File: src/rtl/demux4_stream_dispatcher_pkg.sv
// Shared constants and the round-robin search helper for the 1:4 stream dispatcher.
package demux4_pkg;

    localparam int NUM_CH = 4;
    localparam int SEL_W  = 2;

    localparam logic MODE_DIRECTED = 1'b0;
    localparam logic MODE_RR       = 1'b1;

    // Returns {found, idx}: the first free channel searching ptr, ptr+1, ... mod NUM_CH.
    function automatic logic [SEL_W:0] next_rr(input logic [SEL_W-1:0] ptr,
                                               input logic [NUM_CH-1:0] free);
        logic [SEL_W-1:0] idx;
        logic [SEL_W-1:0] cand;
        logic             found;
        idx   = ptr;
        found = 1'b0;
        for (int k = NUM_CH - 1; k >= 0; k--) begin
            cand = ptr + SEL_W'(k);
            if (free[cand]) begin
                idx   = cand;
                found = 1'b1;
            end
        end
        return {found, idx};
    endfunction

endpackage

File: src/rtl/demux4_stream_dispatcher_if.sv
// Stream-side bundle of the dispatcher: one producer port and four consumer lanes.
// Handshake: a beat moves when valid & ready are both high on a rising edge; valid and
// data are held stable by the sender until that happens, and ready never depends on valid.
interface demux4_stream_dispatcher_if #(parameter int DW = 8);
    import demux4_pkg::*;

    logic                   in_valid;
    logic                   in_ready;
    logic [DW-1:0]          in_data;
    logic [SEL_W-1:0]       in_sel;
    logic [NUM_CH-1:0]      out_valid;
    logic [NUM_CH-1:0]      out_ready;
    logic [NUM_CH*DW-1:0]   out_data;

    modport master (
        output in_valid, in_data, in_sel, out_ready,
        input  in_ready, out_valid, out_data
    );

    modport slave (
        input  in_valid, in_data, in_sel, out_ready,
        output in_ready, out_valid, out_data
    );

endinterface

File: src/rtl/demux4_stream_dispatcher_slot.sv
// One-entry output register: loads a beat, drains on consumer ready, can do both in one cycle.
module dispatch_slot #(
    parameter int DW = 8
) (
    input  logic          clk,
    input  logic          rst_n,
    input  logic          load,
    input  logic [DW-1:0] din,
    input  logic          drain,
    output logic          valid,
    output logic [DW-1:0] dout,
    output logic          free
);

    logic          valid_q;
    logic [DW-1:0] data_q;

    always_ff @(posedge clk or negedge rst_n) begin
        if (!rst_n) begin
            valid_q <= 1'b0;
            data_q  <= '0;
        end else if (load) begin
            valid_q <= 1'b1;
            data_q  <= din;
        end else if (drain) begin
            valid_q <= 1'b0;
        end
    end

    assign valid = valid_q;
    assign dout  = data_q;
    assign free  = !valid_q || drain;

endmodule

File: src/rtl/demux4_stream_dispatcher.sv
// 1:4 stream dispatcher: directed or round-robin routing into registered output slots,
// with a saturating beat counter per channel.
module demux4_stream_dispatcher
    import demux4_pkg::*;
#(
    parameter int DW   = 8,
    parameter int CNTW = 8
) (
    input  logic                     clk,
    input  logic                     rst_n,
    input  logic                     mode,
    input  logic                     clr_cnt,
    demux4_stream_dispatcher_if.slave s,
    output logic [NUM_CH*CNTW-1:0]   beat_cnt,
    output logic [SEL_W-1:0]         dbg_ptr
);

    logic [NUM_CH-1:0] free;
    logic [NUM_CH-1:0] load;
    logic [SEL_W:0]    rr_pick;
    logic [SEL_W-1:0]  target;
    logic              accept;
    logic [SEL_W-1:0]  ptr_q;
    logic [CNTW-1:0]   cnt_q [NUM_CH];

    // Directed mode only looks at its own lane, so a full lane blocks the producer.
    always_comb begin
        rr_pick = next_rr(ptr_q, free);
        if (mode == MODE_RR) begin
            target     = rr_pick[SEL_W-1:0];
            s.in_ready = rr_pick[SEL_W];
        end else begin
            target     = s.in_sel;
            s.in_ready = free[s.in_sel];
        end
        accept = s.in_valid && s.in_ready;
    end

    for (genvar i = 0; i < NUM_CH; i++) begin : g_ch
        assign load[i] = accept && (target == SEL_W'(i));

        dispatch_slot #(.DW(DW)) u_slot (
            .clk   (clk),
            .rst_n (rst_n),
            .load  (load[i]),
            .din   (s.in_data),
            .drain (s.out_ready[i]),
            .valid (s.out_valid[i]),
            .dout  (s.out_data[i*DW +: DW]),
            .free  (free[i])
        );

        assign beat_cnt[i*CNTW +: CNTW] = cnt_q[i];
    end

    // The pointer only advances on round-robin accepts and survives mode switches.
    always_ff @(posedge clk or negedge rst_n) begin
        if (!rst_n) begin
            ptr_q <= '0;
        end else if (accept && mode == MODE_RR) begin
            ptr_q <= target + 1'b1;
        end
    end

    // Clear wins over a same-cycle accept; counters stick at all-ones.
    always_ff @(posedge clk or negedge rst_n) begin
        if (!rst_n) begin
            for (int k = 0; k < NUM_CH; k++) cnt_q[k] <= '0;
        end else if (clr_cnt) begin
            for (int k = 0; k < NUM_CH; k++) cnt_q[k] <= '0;
        end else if (accept && cnt_q[target] != '1) begin
            cnt_q[target] <= cnt_q[target] + 1'b1;
        end
    end

    assign dbg_ptr = ptr_q;

endmodule

File: src/flat_wrapper.sv
// flat-port wrapper written by rule: the top's interface ports become plain ports
module demux4_stream_dispatcher_flat import demux4_pkg::*;
#(
    parameter int DW   = 8,
    parameter int CNTW = 8
)
  (clk, rst_n, mode, clr_cnt, beat_cnt, dbg_ptr, s_in_valid, s_in_data, s_in_sel, s_out_ready, s_in_ready, s_out_valid, s_out_data);
  demux4_stream_dispatcher_if #(.DW(DW)) s_i ();
  input  logic clk;
  input  logic rst_n;
  input  logic mode;
  input  logic clr_cnt;
  output logic [NUM_CH*CNTW-1:0] beat_cnt;
  output logic [SEL_W-1:0] dbg_ptr;
  input wire logic [$bits(s_i.in_valid)-1:0] s_in_valid;
  input wire logic [$bits(s_i.in_data)-1:0] s_in_data;
  input wire logic [$bits(s_i.in_sel)-1:0] s_in_sel;
  input wire logic [$bits(s_i.out_ready)-1:0] s_out_ready;
  output wire logic [$bits(s_i.in_ready)-1:0] s_in_ready;
  output wire logic [$bits(s_i.out_valid)-1:0] s_out_valid;
  output wire logic [$bits(s_i.out_data)-1:0] s_out_data;
  assign s_i.in_valid = s_in_valid;
  assign s_i.in_data = s_in_data;
  assign s_i.in_sel = s_in_sel;
  assign s_i.out_ready = s_out_ready;
  assign s_in_ready = s_i.in_ready;
  assign s_out_valid = s_i.out_valid;
  assign s_out_data = s_i.out_data;
  demux4_stream_dispatcher #(.DW(DW), .CNTW(CNTW)) u_core (.clk(clk), .rst_n(rst_n), .mode(mode), .clr_cnt(clr_cnt), .s(s_i), .beat_cnt(beat_cnt), .dbg_ptr(dbg_ptr));
endmodule
File: config.mk
export PLATFORM = sky130hd
export DESIGN_NAME = demux4_stream_dispatcher_flat
export DESIGN_NICKNAME = d
export VERILOG_FILES = /design/src/rtl/demux4_stream_dispatcher_pkg.sv /design/src/rtl/demux4_stream_dispatcher_if.sv /design/src/rtl/demux4_stream_dispatcher_slot.sv /design/src/rtl/demux4_stream_dispatcher.sv /design/src/flat_wrapper.sv
export SDC_FILE = /design/constraint.sdc
export NUM_CORES = 1
export LEC_CHECK = 0
export ABC_CLOCK_PERIOD_IN_PS = 4300
export BUFFER_PORTS_ARGS = -buffer_cell sky130_fd_sc_hd__buf_2
export CORE_MARGIN = 2
export CORE_UTILIZATION = 44
export DETAILED_ROUTE_END_ITERATION = 10
export HOLD_SLACK_MARGIN = 0.12
export PLACE_DENSITY = 0.7
export SKIP_CTS_REPAIR_TIMING = 1
export SLEW_MARGIN = 5
export SYNTH_ARGS = -nofsm -noshare
export SYNTH_HDL_FRONTEND = slang
export SYNTH_SLANG_ARGS = --single-unit
File: constraint.sdc
create_clock -name clk -period 4.3 [get_ports clk]
set_clock_uncertainty 0.1 [all_clocks]
set_input_delay 0.215 -clock clk [delete_from_list [all_inputs] [get_ports clk]]
set_output_delay 0.215 -clock clk [all_outputs]
set_load 0.02 [all_outputs]
==> results.toml <==
[grt]
antenna_found_initial = 0
grt_pass1_wl_mm = 14.9
grt_max_degree = 37
overflow = 0
grt_pass1_vias = 2890
grt_usage_pct = 21.3

[cts]
clock-root-buffer = "clkbuf_8"
clk_path_buf_depth = 2
clk_pin_slew_ps = 70
cts_tree = "yes"
numCtsBuffers = 9
cts_max_level = 3
clk_latency_ps = 350
cts_sinks = 70

[floorplan]
die_area_um2 = 9150
die_w_um = 95.6
initial_utilization_pct = 45.2
ios = 90
core_um2 = 8180
die_h_um = 95.6
rows = 33

[yosys]
syn_nets = 354
synth-edff-count = 0
async_flop_share_pct = 100
syn_inst = 330
yosysSeqAreaShare_pct = 47.4
yosys.cell_types.count = 48
yosys.area.top_type_share_pct = 47.4
synth_top_area_cell = "dfrtp_1"
syn_area_per_cell_um2 = 11.2
yosys_warnings = 0
ys_ff_latch = 70
ys.flop_type = "dfrtp_1"
synth_area_um2 = 3690
synth_area_leaders = "dfrtp_1 (47%), mux2_2 (11%), mux2i_1 (7.0%), nand2_1 (4.3%), a21oi_1 (3.1%)"

[placed_design]
dpl_worst_slack_ps = 240
dp_hpwl_mm = 6.76
dp.cells = 510
io_buffers = 89
gp_congestion = 0.949

[critical_path]
worstSetupPathType = "register to register"
cp_num_buf_inv = 2
cp_slowest_cell = "and4b_1"
crit_family = "simple AND/OR/NAND/NOR gates"
worstSetupEndpointType = "register"
max_stage_delay_ps = 550
worstSetupStartpointType = "register"
crit_required_ps = 4440
cp_cell_sequence = "nor2b_1, or3_1, a21oi_1, or3_1, clkinv_2, mux2i_1, a22o_2, inv_1, ha_1, nor2b_1, a22o_4, and4b_1, nor2_4, a211oi_1"
cp.arrival_ps = 4150
cp_max_fo = 10

[finish]
fin_nets = 451
seq_area_um2 = 1750
final_common_cell = "buf_2"
final_cell_mix = "buf_2 (89), dfrtp_1 (70), nand2_1 (42), mux2_2 (36), mux2i_1 (26)"
fillCellCount = 695
areaGrowthSynthToFinish_pct = 22.8
fin_cells = 537
final_layout_size_suffix_gt1_share_pct = 37.3
antennaDiodeCount = 0
multi_input_area_um2 = 1790

[status]
outcome = "finished, final reports clean"

[timing]
slew_headroom_pct = 48.1
hold-worst-slack_ps = 141
rsz0062_at_grt = "false"
fin_ws_ps = 294
setup_tns_ps = 0
period_needed_ps = 4010
max_freq_ghz = 0.250
tightest_slew_ps = 778
slew_viol_final = 0
fin_crit_sh_pct = 93.2
setup_viol = 0
finalHoldViolCount = 0

[power]
p_total_mw = 2.82
peakVddDrop_v = 0.000360
power_density_nw_per_um2 = 621
p_leak_nw = 2.10

[drt]
first_pass_iters = 4
wl_mm = 9.54
drtIter0Drc = 259
vias_per_cell = 5.66
dr_total_vias = 3039
route.detailed.drc = 0
wl_per_cell_um = 17.8
ant_nets = 0

[run]
cap_violations = 0

[min_path]
min_path_type = "input pin to register"
## cell families after synthesis
logic type / share of synthesized area (%)
simple gates: 14.5
flops: 47.4
mux: 19.8
compound gates: 11.8
buf+inv: 4.10
fa+ha+maj: 1.69
xor+xnor: 0.711
## Yosys cell counts, drive strengths merged, types with 5 or more instances
cell    instances
and3            7
nor4            9
clkbuf          7
a21oi          23
mux2           36
o21ai           7
ha              5
buf            11
a211oi         13
inv            10
nor2b           7
nand2          42
dfrtp          70
nor2            8
nand2b          6
mux2i          28
## cell type report
type	instances	share of cell area, %
clock buffers	11	3.12
clock inverters	5	1.82
inverters	11	0.937
multi-input cells	231	39.5
flip-flops and latches	70	38.6
well taps	105	2.89
repair buffers	104	13.1
## registers in the layout, indices dropped and copies added (netlist names)
signal	flops
u_core.beat_cnt	32
u_core.g_ch.u_slot.dout	32
u_core.dbg_ptr	2
u_core.g_ch.u_slot.valid	4
## per-layer routing
metal	part of all wire [%]	wire length, µm	up-vias	track usage [%]
met5	0	0	-	0
met4	1.3	120	0	8.45
met3	7.4	709	15	3.64
met2	47	4520	114	33.6
met1	44	4190	1509	29.4
li1	-	-	1401	-
## per-stage QoR
step / cell area [µm²] / utilization, %
2_1_floorplan: 3690 / -
3_3_place_gp: 4190 / 51.3
3_5_place_dp: 4190 / 51.3
4_1_cts: 4420 / 54.0
5_1_grt: 4540 / 55.5
6_report: 4540 / 55.5
## path summary, 6_finish.rpt
path                                          startpoint                            end  slack [ps]  cells past startpoint
max                          u_core.g_ch[1].u_slot.valid             u_core.beat_cnt[8]         290                     14
min                                                 mode              u_core.dbg_ptr[0]         140                      3
max reg2reg                  u_core.g_ch[1].u_slot.valid             u_core.beat_cnt[8]         290                     14
min reg2reg                u_core.g_ch[1].u_slot.dout[0]  u_core.g_ch[1].u_slot.dout[0]         400                      1
max in group asynchronous                          rst_n             u_core.beat_cnt[9]        2770                      3
min in group asynchronous                          rst_n            u_core.beat_cnt[10]         390                      2
## worst register-to-register path, cell delays in order, from the launching register on
cell and delay (ps):
dfrtp_1 400, nor2b_1 170, or3_1 360, a21oi_1 150, or3_1 290, clkinv_2 230, mux2i_1 160, a22o_2 260
inv_1 160, ha_1 220, nor2b_1 200, a22o_4 190, and4b_1 550, nor2_4 160, a211oi_1 290
## power breakdown
part,switching (mW),internal [mW]
Sequential,0.141,0.867
Combinational,0.736,0.477
Clock,0.251,0.344
Note: power is estimated with default switching activity, not from simulation.
